==> src/rtl/tsc_sequencer.sv <==
// -----------------------------------------------------------------------------
// tsc_sequencer
//   Arms a trigger-surround cache (TSC), paces ADC sample requests while it
//   waits for a trigger, latches the trigger timestamp and streams the cached
//   frame bytes downstream with valid/ready backpressure.
//
// Ports
//   clk, reset        single clock; asynchronous active-low reset
//   en                continuous-arm enable
//   adc_req           one-cycle ADC sample request (WAIT_TRIG / WAIT_CD only)
//   tsc_start         one-cycle cache start pulse (ARM state)
//   tsc_trd, tsc_cd   cache trigger-detected / capture-done flags
//   tsc_trigtm        trigger timestamp, valid while tsc_cd=1
//   tsc_sbf           send-buffer request to the cache
//   tsc_rdy, tsc_dat  cache byte strobe and byte data
//   tsc_sd            cache send-done flag
//   out_valid/out_data/out_last/out_ready   downstream byte stream
//   ts_data, ts_valid latched timestamp and its one-cycle qualifier
//   busy, err_timeout, err_short           status
//   state             current state encoding
// -----------------------------------------------------------------------------
module tsc_sequencer #(
  parameter int SAMPLE_DIV  = 4,
  parameter int CACHE_DEPTH = 32,
  parameter int TIMEOUT     = 1024
) (
  input  logic        clk,
  input  logic        reset,
  input  logic        en,
  output logic        adc_req,
  output logic        tsc_start,
  input  logic        tsc_trd,
  input  logic        tsc_cd,
  input  logic [31:0] tsc_trigtm,
  output logic        tsc_sbf,
  input  logic        tsc_rdy,
  input  logic [7:0]  tsc_dat,
  input  logic        tsc_sd,
  output logic        out_valid,
  output logic [7:0]  out_data,
  output logic        out_last,
  input  logic        out_ready,
  output logic [31:0] ts_data,
  output logic        ts_valid,
  output logic        busy,
  output logic        err_timeout,
  output logic        err_short,
  output logic [2:0]  state
);

  typedef enum logic [2:0] {
    S_IDLE      = 3'd0,
    S_ARM       = 3'd1,
    S_WAIT_TRIG = 3'd2,
    S_WAIT_CD   = 3'd3,
    S_READOUT   = 3'd4,
    S_DRAIN     = 3'd5,
    S_ERROR     = 3'd6
  } state_t;

  localparam logic [7:0]  CNT_LAST = 8'(CACHE_DEPTH);
  localparam logic [7:0]  DIV_LAST = 8'(SAMPLE_DIV - 1);
  localparam logic [15:0] TMO_LAST = 16'(TIMEOUT - 1);

  function automatic logic [15:0] sat_inc16(input logic [15:0] v);
    return (v == 16'hFFFF) ? v : v + 16'd1;
  endfunction

  state_t      cur_st, nxt_st;
  logic [7:0]  byte_cnt;
  logic [7:0]  div_cnt;
  logic [15:0] tmo_cnt;
  logic        latch_ts, set_tmo, set_short;
  logic        load, accept, in_wait, nxt_wait;
  logic [7:0]  cnt_inc;

  assign state     = cur_st;
  assign busy      = (cur_st != S_IDLE);
  assign tsc_start = (cur_st == S_ARM);
  // Withdraw the send request in the same cycle a held byte is stalled, so
  // the cache never presents a byte we have no room for.
  assign tsc_sbf   = (cur_st == S_READOUT) && !(out_valid && !out_ready);
  assign load      = tsc_rdy && tsc_sbf;
  assign accept    = out_valid && out_ready;
  assign cnt_inc   = byte_cnt + 8'd1;
  assign in_wait   = (cur_st == S_WAIT_TRIG) || (cur_st == S_WAIT_CD);
  assign nxt_wait  = (nxt_st == S_WAIT_TRIG) || (nxt_st == S_WAIT_CD);

  always_comb begin
    nxt_st    = cur_st;
    latch_ts  = 1'b0;
    set_tmo   = 1'b0;
    set_short = 1'b0;
    case (cur_st)
      S_IDLE:      if (en) nxt_st = S_ARM;
      S_ARM:       nxt_st = S_WAIT_TRIG;
      S_WAIT_TRIG: begin
        if (tsc_trd && tsc_cd) begin
          nxt_st   = S_READOUT;
          latch_ts = 1'b1;
        end else if (tsc_trd) begin
          nxt_st = S_WAIT_CD;
        end else if (!en) begin
          nxt_st = S_IDLE;
        end
      end
      S_WAIT_CD: begin
        if (tsc_cd) begin
          nxt_st   = S_READOUT;
          latch_ts = 1'b1;
        end else if (tmo_cnt == TMO_LAST) begin
          nxt_st  = S_ERROR;
          set_tmo = 1'b1;
        end
      end
      S_READOUT: begin
        // A byte arriving with send-done is counted before judging shortness.
        if (load && (cnt_inc == CNT_LAST)) begin
          nxt_st = S_DRAIN;
        end else if (tsc_sd) begin
          nxt_st    = S_DRAIN;
          set_short = 1'b1;
        end
      end
      S_DRAIN:     if (!out_valid) nxt_st = en ? S_ARM : S_IDLE;
      S_ERROR:     if (!en) nxt_st = S_IDLE;
      default:     nxt_st = S_IDLE;
    endcase
  end

  always_ff @(posedge clk or negedge reset) begin
    if (!reset) begin
      cur_st      <= S_IDLE;
      byte_cnt    <= '0;
      div_cnt     <= '0;
      tmo_cnt     <= '0;
      adc_req     <= 1'b0;
      ts_data     <= '0;
      ts_valid    <= 1'b0;
      err_timeout <= 1'b0;
      err_short   <= 1'b0;
      out_valid   <= 1'b0;
      out_data    <= '0;
      out_last    <= 1'b0;
    end else begin
      cur_st   <= nxt_st;
      ts_valid <= latch_ts;
      if (latch_ts) ts_data <= tsc_trigtm;

      // Divider runs only while waiting; it is zero on WAIT_TRIG entry since
      // that state is only entered from ARM. The pulse is registered so it
      // lands SAMPLE_DIV cycles after entry, and only if we stay waiting.
      if (in_wait) div_cnt <= (div_cnt == DIV_LAST) ? 8'd0 : div_cnt + 8'd1;
      else         div_cnt <= '0;
      adc_req <= in_wait && nxt_wait && (div_cnt == DIV_LAST);

      if (cur_st == S_WAIT_CD) tmo_cnt <= sat_inc16(tmo_cnt);
      else                     tmo_cnt <= '0;

      if (cur_st == S_ARM) begin
        err_timeout <= 1'b0;
        err_short   <= 1'b0;
        byte_cnt    <= '0;
      end else begin
        if (set_tmo)   err_timeout <= 1'b1;
        if (set_short) err_short   <= 1'b1;
        if (load)      byte_cnt    <= cnt_inc;
      end

      // A load may coincide with an accept of the previous byte (no bubble).
      if (load) begin
        out_data  <= tsc_dat;
        out_valid <= 1'b1;
        out_last  <= (cnt_inc == CNT_LAST);
      end else if (accept) begin
        out_valid <= 1'b0;
        out_last  <= 1'b0;
      end
    end
  end

endmodule

==> config.mk <==
export PLATFORM = sky130hd
export DESIGN_NAME = tsc_sequencer
export DESIGN_NICKNAME = d
export VERILOG_FILES = /design/src/rtl/tsc_sequencer.sv
export SDC_FILE = /design/constraint.sdc
export NUM_CORES = 1
export LEC_CHECK = 0
export BUFFER_PORTS_ARGS = -buffer_cell sky130_fd_sc_hd__buf_2
export CORE_MARGIN = 2
export CORE_UTILIZATION = 47
export CTS_CLUSTER_SIZE = 40
export DETAILED_ROUTE_END_ITERATION = 7
export PLACE_DENSITY = 0.87
export SLEW_MARGIN = 20
export SYNTH_ARGS = -nofsm -noshare
export SYNTH_HDL_FRONTEND = slang
export SYNTH_SLANG_ARGS = --single-unit
==> constraint.sdc <==
create_clock -name clk -period 1.95 [get_ports clk]
set_clock_uncertainty 0.05 [all_clocks]
set_input_delay 0.2925 -clock clk [delete_from_list [all_inputs] [get_ports clk]]
set_output_delay 0.2925 -clock clk [all_outputs]
set_load 0.02 [all_outputs]
After elaboration in Yosys (flattened, before gate mapping)
Index checks and enable logic that the tools add are counted.

operators by class
  multiplexer cells = 33
  add/sub/neg operators = 3
  equality and inequality tests = 13
  reduce and logical (&&, ||, !) cells = 18

operators by type and width
  cell                     number
  $mux W16                 2
  $mux W8                  4
  $mux W3                  9
  $pmux W3 S7              1
  $add A16 B1 Y16 const B  1
  $add A8 B1 Y8 const B    2
  $eq A16 B10 Y1 const B   1
  $eq A16 B16 Y1 const B   1
  $mux W1                  16
  $eq A3 B2 Y1 const B     4
  $eq A3 B3 Y1 const B     3
  $eq A8 B2 Y1 const B     1
  $eq A8 B6 Y1 const B     1
  $logic_and A1 B1 Y1      8
  $reduce_bool A2 Y1       4
  $eq A3 B1 Y1 const B     1
  $logic_not A3 Y1         1
  $reduce_bool A3 Y1       1
  $logic_not A1 Y1         2
  $logic_or A1 B1 Y1       2
  $ne A2 B2 Y1 const B     1
  $pmux W1 S2              1

word-level totals
  bits in registers = 81
  input port bits = 48
  output and inout port bits = 52
  word-level logic and storage cells = 79

Depth between registers and ports, before layout
Gate-level depths: netlist of the first run.

  depth after elaboration = 12
  depth in mapped cells = 7
  depth with buffers taken out = 6

Worst setup path after synthesis of the first run
OpenSTA, ideal clock, no wires.

  path kind = reg-to-reg
  start = register cur_st[2] (netlist: state[2])
  end = register byte_cnt[7]
  period minus slack after synthesis = 1.946 ns
  arrival = 1.775 ns
  required time = 1.779 ns
  path buffers = 1
  slack = 0.004 ns
  library setup time = 0.121 ns
  stages on the path, launching flop included = 8
  cells stage by stage = dfrtp_1 buf_2 nand2b_1 or2_2 inv_1 a31oi_1 o21bai_1 a22o_1

on the way
  elaborated cells on any way between the ends = 6
  those cells by class = 2 x eq/ne; 1 x mux; 3 x reduce/logical

RTL lines
  what                                           line  RTL
  from (decl)                                    69    state_t cur_st, nxt_st;
  from (signal assigned)                         146   cur_st <= nxt_st;
  $eq A3 B1 Y1 (*)                               --
  via tsc_start                                  31    output logic tsc_start,
  $mux W8 or $reduce_bool A2 Y1 (tied branches)  --
  to (signal assigned)                           167   if (load) byte_cnt <= cnt_inc;
  to (decl)                                      70    logic [7:0] byte_cnt;

Mark *: on every way through the listed nets, which the timed path passes. The rest lies on a longest branch.
A chain may end at the register's enable or synchronous reset.

Worst setup path after layout of the first run
  start = register cur_st[1] (netlist: state[1])
  end = output port tsc_sbf

on the way
  cells in the longest elaborated chain, start to end = 2

ends and longest elaborated chain
  what                 line  RTL
  $eq A3 B3 Y1         82    assign tsc_sbf = (cur_st == S_READOUT) && !(out_valid && !out_ready);
  $logic_and A1 B1 Y1  82
  to (decl)            35    output logic tsc_sbf,

Every way passes these cells.

==> impl_metrics.env, run 1 <==
export IMPL_cts_buffers=9
export IMPL_syn_area_per_cell_um2=11.2
export IMPL_final_cells=556
export IMPL_setup_violations=0
export IMPL_dieArea_um2=8780
export IMPL_fmaxAchievable_mhz=535
export IMPL_fp_row_count=32
export IMPL_io_buffers=99
export IMPL_post_cts_setup_buffer_count=0
export IMPL_worstSetupPathType="reg2out"
export IMPL_dr_max_layer_used="met4"
export IMPL_finalWorstSetupSlack_ns=0.0800
export IMPL_tns_ns=0
export IMPL_core_area_um2=7770
export IMPL_clkTransAtPathRegs_ns=0.09
export IMPL_maxCapViolations=0
export IMPL_ff2ff_path_depth=6
export IMPL_dieWidth_um=93.7
export IMPL_first_iter_violations=168
export IMPL_ys_seq_area_share_pct=53.6
export IMPL_drive_gt1_share_pct=41.1
export IMPL_start_util_pct=48.7
export IMPL_synthesis_nets=389
export IMPL_postRouteAntennaNets=0
export IMPL_ys_ff_latch=81
export IMPL_rsz0062_at_grt="true"
export IMPL_drc_errors=0
export IMPL_die_y_um=93.7
export IMPL_yosysWarnings=0
export IMPL_h_tree_depth=3
export IMPL_final_common_cell="buf_2"
export IMPL_area_delta_synth_final_pct=25.4
export IMPL_overflow=0
export IMPL_grt_max_degree=45
export IMPL_wl_met2_mm=4.30
export IMPL_pin_count=100
export IMPL_hp_class="in2reg"
export IMPL_placedCellCount=538
export IMPL_ys_types=51
export IMPL_netlist_area_um2=3780
export IMPL_synth_edf_count=0
export IMPL_grtUsageTotal_pct=20.8
export IMPL_worstSkewPairLatency_ns=0.36
export IMPL_avgViaCountPerCell=5.47
export IMPL_outcome="completed"
export IMPL_grt_pass1_wl_mm=14.4
export IMPL_fin_nets=500
export IMPL_dp_hpwl_mm=6.05
export IMPL_numClockSinks=81
export IMPL_leakage_nw=2.20
export IMPL_wl_met1_mm=3.47
export IMPL_wl_per_cell_um=15.2
export IMPL_cp_required_ns=1.61
export IMPL_most_common_layout_cells="98 x buf_2, 80 x dfrtp_1, 40 x mux2_2"
export IMPL_synthTopCellsByArea="dfrtp_1 54%, mux2_2 12%, nand2_1 2.3%"
export IMPL_grt_pass1_vias=3148
export IMPL_ys_dominant_reg_cell="dfrtp_1"
export IMPL_max_slew_margin_pct=69.3
export IMPL_routed_wl_mm=8.43
export IMPL_holdPathStages=2
export IMPL_place_congestion=0.871
export IMPL_dr_total_vias=3039
export IMPL_syn_inst=337
export IMPL_yosysTopAreaCellShare_pct=53.6
export IMPL_drv_slew=0
export IMPL_fin_crit_ns=1.87
export IMPL_cp_start_kind="flip-flop"
export IMPL_synth_largest_area_cell="dfrtp_1"
export IMPL_async_flop_share_pct=100
export IMPL_pre_cts_slack_ns=0.0516
export IMPL_wl_met3_um=514
export IMPL_critPathMaxFanout=10
export IMPL_antenna_found_initial=1
export IMPL_cts_root_buffer="clkbuf_8"
export IMPL_fillers=635
export IMPL_powerDensity_nw_per_um2=1300
export IMPL_cp_arrival_ns=1.53
export IMPL_cp_end_kind="output port"
export IMPL_fin_hold_ws_ns=0.103
export IMPL_cts_tree="yes"
export IMPL_hold_viol_final=0
export IMPL_clockBufferDepth=2
export IMPL_tightestPinTransition_ns=0.459
export IMPL_fin_crit_sh_pct=95.9
export IMPL_drt_pre_antenna_iters=4
export IMPL_ir_drop_v=0.000821
-- stage by stage --
step	instance area [µm²]	power [W]	utilization, %
6_report	4740	0.00615	61.1
5_1_grt	4740	0.00652	61.1
4_1_cts	4720	0.00619	60.7
3_5_place_dp	4490	0.00487	57.8
3_3_place_gp	4490	0.00478	57.8
2_1_floorplan	3780	0.00398	-
-- cells by family (layout without fill, tap and decap cells) --
logic type               after synthesis  after routing  share of synthesized area, %
AND/OR/NAND/NOR                      115            115                          16.8
flip-flops                            81             81                          53.6
AO/OA/AOI/OAI                         54             54                          9.49
multiplexers                          45             45                          13.2
buffers and inverters                 27            143                          3.04
XOR/XNOR                              11             11                          2.55
adder cells (fa/ha/maj)                4              4                          1.32
other                                  0              1                             0
-- state kept, by name (all words and copies together) (netlist names) --
register and flops:
state 3, div_cnt 8, out_valid 1, tmo_cnt 16
adc_req 1, byte_cnt 8, out_data 8, out_last 1
err_timeout 1, ts_data 32, ts_valid 1, err_short 1
-- per-layer routing --
metal	up-vias	GRT usage, %
met5	-	0
met4	0	10.6
met3	14	5.22
met2	102	33.8
met1	1482	25.8
li1	1441	-
-- power breakdown --
group | total, W | internal, W | switching [W]
logic | 0.00238 | 0.00101 | 0.00137
registers | 0.00248 | 0.00218 | 0.000299
clock network | 0.00129 | 0.000618 | 0.000670
-- critical path, cell delays in order, from the launching register on --
cell and delay (ns):
dfrtp_2 0.49, nor3b_4 0.22, buf_4 0.16, and2_1 0.14, buf_2 0.17
-- repair_timing --
item                                    CTS  global route
hold buffers                              1             0
resized for setup                         1             6
pin swaps                                 0             1
endpoints found under the setup margin    1            16
endpoints found under the hold margin    15             0
-- synth_stat cells, drive strengths merged (4+ instances only) --
cell type / n
dfrtp: 81
mux2: 40
nand2: 23
nor2: 19
nand3: 13
o21ai: 13
buf: 12
a21oi: 11
inv: 9
nand4: 8
nor3: 7
or3: 7
a31oi: 6
clkbuf: 6
nand2b: 6
nor4: 6
xor2: 6
and3: 5
mux2i: 5
xnor2: 5
ha: 4
o31ai: 4
or4: 4
-- worst paths after layout --
path	start	end	slack (ns)
max	state[1]	tsc_sbf	0.08
min	tsc_dat[4]	out_data[4]	0.10
max reg2reg	tmo_cnt[0]	state[2]	0.10
min reg2reg	ts_data[18]	ts_data[18]	0.46
max in group asynchronous	reset	tmo_cnt[6]	1.03
min in group asynchronous	reset	div_cnt[0]	0.28
-- layout make-up --
| cell class | count | area [µm²] | area share (%) |
|---|---|---|---|
| inverters | 9 | 33.8 | 0.712 |
| multi-input cells | 229 | 1680 | 35.3 |
| repair buffers | 118 | 668 | 14.1 |
| clock buffers | 9 | 124 | 2.61 |
| diodes | 1 | 2.50 | 0.0527 |
| clock inverters | 7 | 85.1 | 1.79 |
| well taps | 102 | 128 | 2.69 |
| flip-flops and latches | 81 | 2030 | 42.7 |
Power figures use the tool's default switching activity.
==> run 2, diff against run 1 <==
--- a/config.mk
+++ b/config.mk
@@ -5,7 +5,7 @@
 export SDC_FILE = /design/constraint.sdc
 export NUM_CORES = 1
 export LEC_CHECK = 0
-export BUFFER_PORTS_ARGS = -buffer_cell sky130_fd_sc_hd__buf_2
+export BUFFER_PORTS_ARGS = -buffer_cell sky130_fd_sc_hd__clkbuf_2
 export CORE_MARGIN = 2
 export CORE_UTILIZATION = 47
 export CTS_CLUSTER_SIZE = 40
==> run 2 against run 1 <==
Count of clock-buffer cells in the layout did not move. Setup slack got worse by 0.022 ns. Critical endpoint unchanged. Wire length increased by 7.1%. Global-route usage rose by 0.41 points. Flip-flop and latch count unchanged. Total power up 2.5%. Cell area increased by 1.2%. Combinational power up 2%.
==> impl_metrics.env, run 2 (synthesis results as in run 1) <==
export IMPL_r2r_end="err_short"
export IMPL_slowest_stage="dfrtp_2"
export IMPL_pin_count=100
export IMPL_r2r_start="byte_cnt[0]"
export IMPL_drv_slew=0
export IMPL_min_to="out_data[4]"
export IMPL_clkTransAtPathRegs_ns=0.09
export IMPL_numClockSinks=81
export IMPL_wl_per_cell_um=16.1
export IMPL_drc_errors=0
export IMPL_critPathMaxFanout=9
export IMPL_dieArea_um2=8780
export IMPL_io_buffers=99
export IMPL_cp_arrival_ns=1.55
export IMPL_tns_ns=0
export IMPL_cp_start_kind="flip-flop"
export IMPL_most_common_layout_cells="97 x clkbuf_2, 80 x dfrtp_1, 40 x mux2_2"
export IMPL_grt_max_degree=45
export IMPL_routed_wl_mm=9.02
export IMPL_ff2ff_path_depth=5
export IMPL_worstSetupPathType="reg2out"
export IMPL_core_area_um2=7770
export IMPL_maxCapViolations=0
export IMPL_fin_nets=503
export IMPL_largest_register="ts_data"
export IMPL_setup_violations=0
export IMPL_cts_buffers=9
export IMPL_critPathMaxStageDelay_ns=0.49
export IMPL_fp_row_count=32
export IMPL_fin_crit_ns=1.89
export IMPL_hp_class="in2reg"
export IMPL_start_util_pct=48.7
export IMPL_clockBufferDepth=2
export IMPL_largestRegisters="ts_data: 32 flops, tmo_cnt: 16 flops"
export IMPL_path_cells="nor3b_4, buf_4, and2_1, clkbuf_2"
export IMPL_holdPathStages=2
export IMPL_max_slew_margin_pct=65.2
export IMPL_hold_viol_final=0
export IMPL_avgViaCountPerCell=5.55
export IMPL_die_y_um=93.7
export IMPL_r2r_setup_slack_ns=0.08
export IMPL_cts_root_buffer="clkbuf_8"
export IMPL_antenna_found_initial=1
export IMPL_leakage_nw=2.24
export IMPL_largest_reg_flops=32
export IMPL_cp_required_ns=1.61
export IMPL_grt_pass1_vias=3117
export IMPL_final_common_cell="clkbuf_2"
export IMPL_worstSkewPairLatency_ns=0.35
export IMPL_dr_total_vias=3105
export IMPL_tightestPinTransition_ns=0.520
export IMPL_fin_util_pct=61.8
export IMPL_fmaxAchievable_mhz=529
export IMPL_ir_drop_v=0.000869
export IMPL_dieWidth_um=93.7
export IMPL_overflow=0
export IMPL_grt_pass1_wl_mm=14.6
export IMPL_outcome="completed"
export IMPL_dp_hpwl_mm=6.56
export IMPL_drt_pre_antenna_iters=5
export IMPL_area_delta_synth_final_pct=26.9
export IMPL_first_iter_violations=165
export IMPL_hold_start="tsc_dat[4]"
export IMPL_grtUsageTotal_pct=21.2
export IMPL_postRouteAntennaNets=0
export IMPL_h_tree_depth=3
export IMPL_powerDensity_nw_per_um2=1310
export IMPL_cp_end_kind="output port"
export IMPL_cts_tree="yes"
export IMPL_rsz0062_at_grt="true"
export IMPL_drive_gt1_share_pct=41.9
export IMPL_fin_crit_sh_pct=97.0
export IMPL_place_congestion=0.865
-- run 2: report_power, final --
part           total, W  internal, W  switching [W]
logic           0.00242      0.00102        0.00139
clock network   0.00138     0.000735       0.000647
registers       0.00251      0.00218       0.000322
-- run 2: how the worst max path moves through the flow --
stage,from,endpoint,slack (ns),depth (start not counted)
2_1_floorplan,state[2],byte_cnt[7],0.004,7
3_3_place_gp,byte_cnt[0],err_short,0.14,5
3_5_place_dp,div_cnt[0],div_cnt[3],0.02,5
4_1_cts,state[1],tsc_sbf,0.02,4
5_1_grt,state[1],tsc_sbf,-0.02,4
6_report,state[1],tsc_sbf,0.06,4
-- run 2: repair_timing --
action	CTS	global route
setup endpoints to repair	1	18
setup buffers	0	2
gates resized for setup	1	10
hold buffers	1	0
endpoints found under the hold margin	15	0
cloned	0	0
-- run 2: worst max-delay path, delay by kind of cell, from the launching register on --
family / cells / cell delay (ns)
AND/OR/NAND/NOR: 2 / 0.37
flip-flops: 1 / 0.49
buffers and inverters: 2 / 0.34
-- run 2: area by class of cell --
| cell class | instances | area [µm²] |
|---|---|---|
| Multi-Input combinational cell | 229 | 1690 |
| Tap cell | 102 | 128 |
| Inverter | 9 | 33.8 |
| Clock buffer | 9 | 124 |
| Timing Repair Buffer | 121 | 693 |
| Sequential cell | 81 | 2030 |
| Antenna cell | 1 | 2.50 |
| Clock inverter | 7 | 100 |
| Fill cell | 626 | 2970 |
-- run 2: layer usage --
layer	GRT usage [%]	share of wire (%)
met3	4.98	5.5
met1	26.3	41
met4	8.94	1.6
met5	0	0
met2	35.7	52
-- run 2: per-stage QoR --
stage	cells	setup WS [ns]	power (W)	hold WS [ns]	area [µm²]
floorplan	337	0.00432	0.00398	-0.0531	3780
finish	559	0.0582	0.00630	0.112	4800
CTS	556	0.0202	0.00631	0.0990	4730
global placement	539	0.139	0.00480	0.127	4490
detailed placement	539	0.0183	0.00492	0.126	4490
global route	558	-0.0212	0.00665	0.0951	4800
==> run 3, diff against run 2 <==
--- a/config.mk
+++ b/config.mk
@@ -11,6 +11,7 @@
 export CTS_CLUSTER_SIZE = 40
 export DETAILED_ROUTE_END_ITERATION = 7
 export PLACE_DENSITY = 0.87
+export RECOVER_POWER = 50
 export SLEW_MARGIN = 20
 export SYNTH_ARGS = -nofsm -noshare
 export SYNTH_HDL_FRONTEND = slang
==> run 3 against run 2 <==
Wire length hardly changed. First-iteration DRC count is 6.1% lower. Non-clock buffer count stayed put. Sequential share of layout area is 0.30 points higher. Clock power hardly changed. Fmax is 0.24% higher. Global-route usage stayed put. Combinational power is 2% lower. Register-to-register slack hardly changed. Total power is 0.96% lower. Core utilization is 0.43 points lower. Critical path depth stayed put. Critical path type unchanged. Largest cell class unchanged.
==> impl_metrics.env, run 3 (synthesis results as in run 1) <==
export IMPL_fin_crit_ns=1.89
export IMPL_final_common_cell="dfrtp_1"
export IMPL_path_cells="nor3b_4, buf_4, and2_1, clkbuf_2"
export IMPL_cts_tree="yes"
export IMPL_rsz0062_at_grt="true"
export IMPL_cp_start_kind="flip-flop"
export IMPL_dieWidth_um=93.7
export IMPL_critPathMaxFanout=9
export IMPL_dp_hpwl_mm=6.56
export IMPL_first_iter_violations=155
export IMPL_die_y_um=93.7
export IMPL_worstSetupPathType="reg2out"
export IMPL_fin_hold_ws_ns=0.111
export IMPL_routed_wl_mm=9.01
export IMPL_io_buffers=99
export IMPL_cts_buffers=9
export IMPL_hold_viol_final=0
export IMPL_grtUsageTotal_pct=21.2
export IMPL_dr_total_vias=3118
export IMPL_overflow=0
export IMPL_postRouteAntennaNets=0
export IMPL_cts_root_buffer="clkbuf_8"
export IMPL_crit_buf_inv=2
export IMPL_cp_end_kind="output port"
export IMPL_largest_register="ts_data"
export IMPL_most_common_layout_cells="80 x dfrtp_1, 73 x clkbuf_2, 40 x mux2_2"
export IMPL_drive_gt1_share_pct=36.4
export IMPL_r2r_end="err_short"
export IMPL_max_slew_margin_pct=34.3
export IMPL_fp_row_count=32
export IMPL_avgViaCountPerCell=5.58
export IMPL_r2r_setup_slack_ns=0.08
export IMPL_hold_start="tsc_dat[4]"
export IMPL_drt_pre_antenna_iters=5
export IMPL_largest_reg_flops=32
export IMPL_critPathMaxStageDelay_ns=0.49
export IMPL_fin_nets=503
export IMPL_cp_required_ns=1.61
export IMPL_hp_class="in2reg"
export IMPL_clockBufferDepth=2
export IMPL_ff2ff_path_depth=5
export IMPL_start_util_pct=48.7
export IMPL_setup_violations=0
export IMPL_cp_arrival_ns=1.54
export IMPL_tightestPinTransition_ns=0.985
export IMPL_pin_count=100
export IMPL_pre_cts_slack_ns=0.0183
export IMPL_grt_pass1_wl_mm=14.6
export IMPL_slowest_stage="dfrtp_2"
export IMPL_powerDensity_nw_per_um2=1310
export IMPL_place_congestion=0.865
export IMPL_critical_path_top_delay_family="flip-flops"
export IMPL_numClockSinks=81
export IMPL_leakage_nw=2.16
export IMPL_drv_slew=0
export IMPL_min_to="out_data[4]"
export IMPL_core_area_um2=7770
export IMPL_h_tree_depth=3
export IMPL_ir_drop_v=0.000842
export IMPL_outcome="completed"
export IMPL_fin_crit_sh_pct=96.8
export IMPL_drc_errors=0
export IMPL_maxCapViolations=0
export IMPL_dieArea_um2=8780
export IMPL_holdPathStages=2
export IMPL_antenna_found_initial=1
export IMPL_wl_per_cell_um=16.1
export IMPL_grt_max_degree=45
export IMPL_r2r_start="byte_cnt[0]"
export IMPL_fmaxAchievable_mhz=530
export IMPL_largestRegisters="ts_data: 32 flops, tmo_cnt: 16 flops"
export IMPL_grt_pass1_vias=3117
export IMPL_finalWorstSetupSlack_ns=0.0628
export IMPL_area_delta_synth_final_pct=26.0
export IMPL_clkTransAtPathRegs_ns=0.09
export IMPL_worstSkewPairLatency_ns=0.35
[run 3: cell count changes in the layout (fill, tap and decap cells not counted), sizes merged]
cell / previous run / this run
buf: 23 / 21
clkbuf: 106 / 108
[run 3: through the flow]
stage / instance area, µm² / utilization [%] / power [W] / std cells / setup TNS, ns
6_report: 4770 / 61.4 / 0.00624 / 559 / 0
5_1_grt: 4760 / 61.3 / 0.00659 / 558 / -0.0254
4_1_cts: 4730 / 61.0 / 0.00631 / 556 / 0
3_5_place_dp: 4490 / 57.9 / 0.00492 / 539 / 0
3_3_place_gp: 4490 / 57.9 / 0.00480 / 539 / 0
2_1_floorplan: 3780 / - / 0.00398 / 337 / 0
[run 3: how the worst max path moves through the flow]
stage / endpoint / from / cells past startpoint / slack (ns)
CTS: tsc_sbf / state[1] / 4 / 0.02
floorplan: byte_cnt[7] / state[2] / 7 / 0.004
global placement: err_short / byte_cnt[0] / 5 / 0.14
global route: tsc_sbf / state[1] / 4 / -0.02
detailed placement: div_cnt[3] / div_cnt[0] / 5 / 0.02
finish: tsc_sbf / state[1] / 4 / 0.06
[run 3: report_power, final]
group | total (W) | switching [W] | internal, W
clock | 0.00138 | 0.000648 | 0.000735
sequential | 0.00250 | 0.000320 | 0.00218
combinational | 0.00236 | 0.00139 | 0.000964
total | 0.00624 | 0.00236 | 0.00388
[run 3: final cells by class]
cell class / instances / area [µm²]
Clock inverter: 7 / 100
Multi-Input combinational cell: 229 / 1690
Antenna cell: 1 / 2.50
Sequential cell: 81 / 2030
Fill cell: 646 / 3000
Tap cell: 102 / 128
Timing Repair Buffer: 121 / 659
Inverter: 9 / 33.8
Clock buffer: 9 / 124
[run 3: metal layers]
metal	global-route usage, %	wire length (µm)
met5	0	0
met4	8.94	139
met3	4.98	543
met2	35.7	4670
met1	26.3	3660
[run 3: timing repair]
item / CTS / global route
buffers inserted: 0 / 2
hold endpoints to repair: 15 / 0
gates resized for setup: 1 / 10
pin swaps: 0 / 0
setup endpoints to repair: 1 / 18
hold buffers: 1 / 0
